===== src/rtl/wb_unit.sv =====
// Registered MEM/WB write-back stage: captures one instruction, waits for load data,
// formats loads and drives the register-file write port plus hazard-visible pending state.
module wb_unit #(
  parameter int unsigned XLEN   = 32,
  parameter int unsigned REG_AW = 5
) (
  input  logic              clk,
  input  logic              rst_n,
  input  logic              in_valid,
  output logic              in_ready,
  input  logic [XLEN-1:0]   in_alu_result,
  input  logic [XLEN-1:0]   in_pc_plus4,
  input  logic [REG_AW-1:0] in_rd,
  input  logic              in_reg_write,
  input  logic [1:0]        in_wb_sel,
  input  logic [1:0]        in_load_size,
  input  logic              in_load_unsigned,
  input  logic              mem_rsp_valid,
  input  logic [XLEN-1:0]   mem_rsp_data,
  input  logic              flush,
  output logic              rf_we,
  output logic [REG_AW-1:0] rf_waddr,
  output logic [XLEN-1:0]   rf_wdata,
  output logic              pend_valid,
  output logic [REG_AW-1:0] pend_rd
);

  localparam int unsigned OffW = (XLEN == 64) ? 3 : 2;

  typedef enum logic [1:0] {StIdle, StWaitMem, StWrite} state_e;

  state_e            state_q, state_d;
  logic [XLEN-1:0]   alu_q, pc_q, load_q;
  logic [REG_AW-1:0] rd_q;
  logic              reg_write_q, unsigned_q;
  logic [1:0]        wb_sel_q, size_q;
  logic              accept;

  logic [OffW-1:0]   lane_mask, byte_off;
  logic [XLEN-1:0]   shifted, load_fmt;

  assign in_ready = !flush && (state_q == StIdle || state_q == StWrite);
  assign accept   = in_valid && in_ready;

  always_comb begin
    state_d = state_q;
    unique case (state_q)
      StIdle, StWrite: begin
        if (accept) state_d = (in_wb_sel == 2'b01) ? StWaitMem : StWrite;
        else        state_d = StIdle;
      end
      StWaitMem: begin
        if (flush)              state_d = StIdle;
        else if (mem_rsp_valid) state_d = StWrite;
      end
      default: state_d = StIdle;
    endcase
  end

  // Masking the low address bits by access size picks the naturally aligned lane.
  always_comb begin
    lane_mask = {OffW{1'b1}} << size_q;
    byte_off  = alu_q[OffW-1:0] & lane_mask;
    shifted   = mem_rsp_data >> {byte_off, 3'b000};
    load_fmt  = shifted;
    unique case (size_q)
      2'b00: begin
        if (unsigned_q) load_fmt = XLEN'(shifted[7:0]);
        else            load_fmt = XLEN'($signed(shifted[7:0]));
      end
      2'b01: begin
        if (unsigned_q) load_fmt = XLEN'(shifted[15:0]);
        else            load_fmt = XLEN'($signed(shifted[15:0]));
      end
      2'b10: begin
        if (unsigned_q) load_fmt = XLEN'(shifted[31:0]);
        else            load_fmt = XLEN'($signed(shifted[31:0]));
      end
      default: load_fmt = shifted;
    endcase
  end

  always_ff @(posedge clk or negedge rst_n) begin
    if (!rst_n) begin
      state_q     <= StIdle;
      alu_q       <= '0;
      pc_q        <= '0;
      load_q      <= '0;
      rd_q        <= '0;
      reg_write_q <= 1'b0;
      unsigned_q  <= 1'b0;
      wb_sel_q    <= 2'b00;
      size_q      <= 2'b00;
    end else begin
      state_q <= state_d;
      if (accept) begin
        alu_q       <= in_alu_result;
        pc_q        <= in_pc_plus4;
        rd_q        <= in_rd;
        reg_write_q <= in_reg_write;
        unsigned_q  <= in_load_unsigned;
        wb_sel_q    <= in_wb_sel;
        size_q      <= in_load_size;
      end
      if (state_q == StWaitMem && mem_rsp_valid && !flush) load_q <= load_fmt;
    end
  end

  assign rf_we      = (state_q == StWrite) && reg_write_q && (rd_q != '0);
  assign pend_valid = (state_q == StWaitMem) && reg_write_q && (rd_q != '0);
  assign pend_rd    = pend_valid ? rd_q : '0;

  always_comb begin
    rf_waddr = '0;
    rf_wdata = '0;
    if (rf_we) begin
      rf_waddr = rd_q;
      unique case (wb_sel_q)
        2'b01:   rf_wdata = load_q;
        2'b10:   rf_wdata = pc_q;
        default: rf_wdata = alu_q;
      endcase
    end
  end

endmodule


===== config.mk =====
export PLATFORM = sky130hd
export DESIGN_NAME = wb_unit
export DESIGN_NICKNAME = d
export VERILOG_FILES = /design/src/rtl/wb_unit.sv
export SDC_FILE = /design/constraint.sdc
export NUM_CORES = 1
export LEC_CHECK = 0
export BUFFER_PORTS_ARGS = -buffer_cell sky130_fd_sc_hd__buf_2
export CORE_UTILIZATION = 45
export DETAILED_ROUTE_END_ITERATION = 12
export HOLD_SLACK_MARGIN = 0.03
export PLACE_DENSITY = 0.7
export SLEW_MARGIN = 10
export SYNTH_ARGS = -nofsm -noshare
export SYNTH_HDL_FRONTEND = slang
export SYNTH_SLANG_ARGS = --single-unit

===== constraint.sdc =====
create_clock -name clk -period 5.9 [get_ports clk]
set_input_delay 1.18 -clock clk [delete_from_list [all_inputs] [get_ports clk]]
set_output_delay 1.18 -clock clk [all_outputs]
set_load 0.1 [all_outputs]

==> results.toml <==
[status]
status = "finished, final reports clean"

[yosys]
synth_flop_cell = "dfrtp_1"
netlist_instances = 549
synth_cell_type_count = 37
ys_seq_elements = 109
syn_avg_cell_area_um2 = 10.34
ys_seq_area_share_pct = 48.04
netlist_area_um2 = 5678
syn_nets = 663
synth_edf_count = 0
yosysWarnings = 0
synthArstFlopShare_pct = 100.0

[timing]
final.setup.tns_ps = 0
whs_ps = 510.1
slew_viol_final = 0
rsz0062_at_grt = "no"
setup_viol = 0
tightest_slew_ps = 1206
clock.fmax_mhz = 256.2
clock_skew_ps = 3.775
fin_crit_ps = 3903
finalHoldViolCount = 0
layout_setup_ws_ps = 1997
post-route-period-util_pct = 66.15
max_slew_margin_pct = 19.57

[floorplan]
die_width_um = 114.3
rows = 40
initial_utilization_pct = 46.69
fp.dieH_um = 114.3
io_pins = 157
die-area_um2 = 13070
core_area_um2 = 12160

[worst_hold_path]
min_to = "pc_q[12]"
holdCritStartpoint = "pc_q[12]"
whs_path_depth = 1
hp-class = "reg2reg"

[final_layout]
syn2layout_area_growth_pct = 19.74
fin_cells = 848
final_layout_size_suffix_gt1_share_pct = 40.44
final_core_util_pct = 55.91
layout.nets = 790
fin_area_um2 = 6799
diodes = 0

[worst_setup_path]
path_buf_inv = 2
reg2reg_to = "load_q[15]"
critPathMaxFanout = 21
crit_chain = "or4_1 > o21ai_0 > or3b_1 > buf_4 > a211oi_1 > buf_2"
path_class = "reg2out"
cp_top_family = "simple AND/OR/NAND/NOR gates"
rrSetupSlack_ps = 3410
reg2reg_depth = 4
crit_arrival_ps = 2720
crit_path_start_kind = "flop"
cp-end-kind = "output port"
slowest_delay_ps = 510
worstReg2RegStart = "size_q[1]"
crit_required_ps = 4720
cp_slowest_cell = "or4_1"

[detailed_routing]
met3_wirelength_um = 590
drc = 0
viasPerCell = 5.518
dr.pass1.iters = 4
wl_per_cell_um = 17.33
wl_met2_mm = 7.120
drt_first_iter_violations = 305
topRoutingLayerUsed = "met4"
drt-met1-wl_mm = 6.802
finalWirelength_mm = 14.70
vias = 4679
ant_nets = 0

[power_and_ir_drop]
ir_drop_v = 0.0001888
cellLeakagePower_nw = 3.140
p_per_area_nw_per_um2 = 330.4
total_power_mw = 2.246

[global_route]
grt_pass1_wl_mm = 23.80
antenna_found_initial = 0
grt_pass1_vias = 4728
grt_max_degree = 80
grt_use_total_pct = 23.67
overflow = 0

[cts]
htree_levels = 3
cts_tree = "yes"
clk_pin_slew_ps = 70
cts.path.max_buffers = 2
clockRootBuffer = "clkbuf_16"
post_cts.repair.setup_buffers = 0
cts.sinks = 109
cts_hold_buf = 0
cts_buffers = 9
clk_latency_ps = 350
cts_resized = 0

[placement]
dpl_cell_area_um2 = 6499
pre_cts_slack_ps = 2401
dp_hpwl_mm = 10.30
place_congestion = 0.8305
dp.cells = 833
portBuffers = 156

[run]
maxCapViolCount = 0
## where the power goes
part	leakage, nW	switching [mW]	internal (mW)
Combinational	1.68	0.361	0.244
Clock	0.149	0.275	0.352
Sequential	1.31	0.114	0.902
## state kept, by name, summed over array words and instances, names as in the netlist
| name | cells |
|---|---|
| alu_q | 32 |
| load_q | 32 |
| pc_q | 32 |
| rd_q | 5 |
| size_q | 2 |
| state_q | 2 |
| wb_sel_q | 2 |
| reg_write_q | 1 |
| unsigned_q | 1 |
## layer usage
metal	vias to the layer above	GRT usage [%]
met3	17	4.606
li1	2224	-
met4	0	6.407
met1	2305	32.53
met5	-	0
met2	133	38.34
## logic make-up (layout without fill, tap and decap cells)
family	after synthesis	count (layout)	share of synthesized area [%]
AO/OA/AOI/OAI	168	168	20.89
adder cells (fa/ha/maj)	2	2	0.4407
buffers and inverters	70	201	5.773
flip-flops	109	109	48.04
multiplexers	74	74	14.72
AND/OR/NAND/NOR	126	126	10.14
## final cells by class
cell class,count,area (µm²)
Fill cell,1098,5363
Clock buffer,12,256.5
Timing Repair Buffer,163,835.8
Tap cell,168,210.2
Inverter,23,86.33
Multi-Input combinational cell,370,2639
Clock inverter,3,43.79
Sequential cell,109,2728
## how the worst max path moves through the flow
stage	from	end	slack [ps]	cells past startpoint
after detailed placement	rd_q[4]	rf_wdata[1]	2400	6
final	rd_q[4]	rf_wdata[1]	2000	6
after global routing	rd_q[4]	rf_wdata[1]	1880	6
after floorplan	wb_sel_q[0]	rf_wdata[1]	1390	5
after CTS	rd_q[4]	rf_wdata[1]	2000	6
after global placement	rd_q[4]	rf_wdata[1]	2460	6
## cells in the mapped netlist, types with 2 or more instances
cell type | n | area [µm²]
and2_1 | 7 | 43.79
a221oi_1 | 9 | 78.83
buf_4 | 5 | 37.54
buf_6 | 4 | 45.04
clkbuf_1 | 24 | 90.09
and3_1 | 5 | 31.28
o21ai_0 | 18 | 90.09
a22oi_1 | 47 | 352.8
buf_2 | 13 | 65.06
inv_1 | 22 | 82.58
nor2b_1 | 12 | 75.07
dfrtp_1 | 109 | 2728
a21oi_1 | 48 | 240.2
or4_1 | 2 | 15.01
o21ai_1 | 2 | 10.01
mux2_2 | 71 | 799.5
nor2_1 | 81 | 304.0
o21ai_2 | 10 | 87.58
ha_1 | 2 | 25.02
nand2_1 | 13 | 48.80
a22o_1 | 8 | 70.07
o22ai_2 | 8 | 100.1
a211oi_1 | 15 | 112.6
## cells in the final DEF, fill, tap and decap left out, types with 2 or more instances in the layout
master	instances
buf_2	155
dfrtp_1	109
nor2_1	81
mux2_2	71
a21oi_1	48
a22oi_1	47
inv_1	22
o21ai_0	18
a211oi_1	15
nand2_1	13
nor2b_1	12
o21ai_2	10
a221oi_1	9
clkbuf_16	9
a22o_1	8
o22ai_2	8
buf_4	8
and2_1	6
and3_1	5
or4_1	2
o21ai_1	2
clkbuf_8	2
No activity file was read; power rests on OpenSTA's default activity.
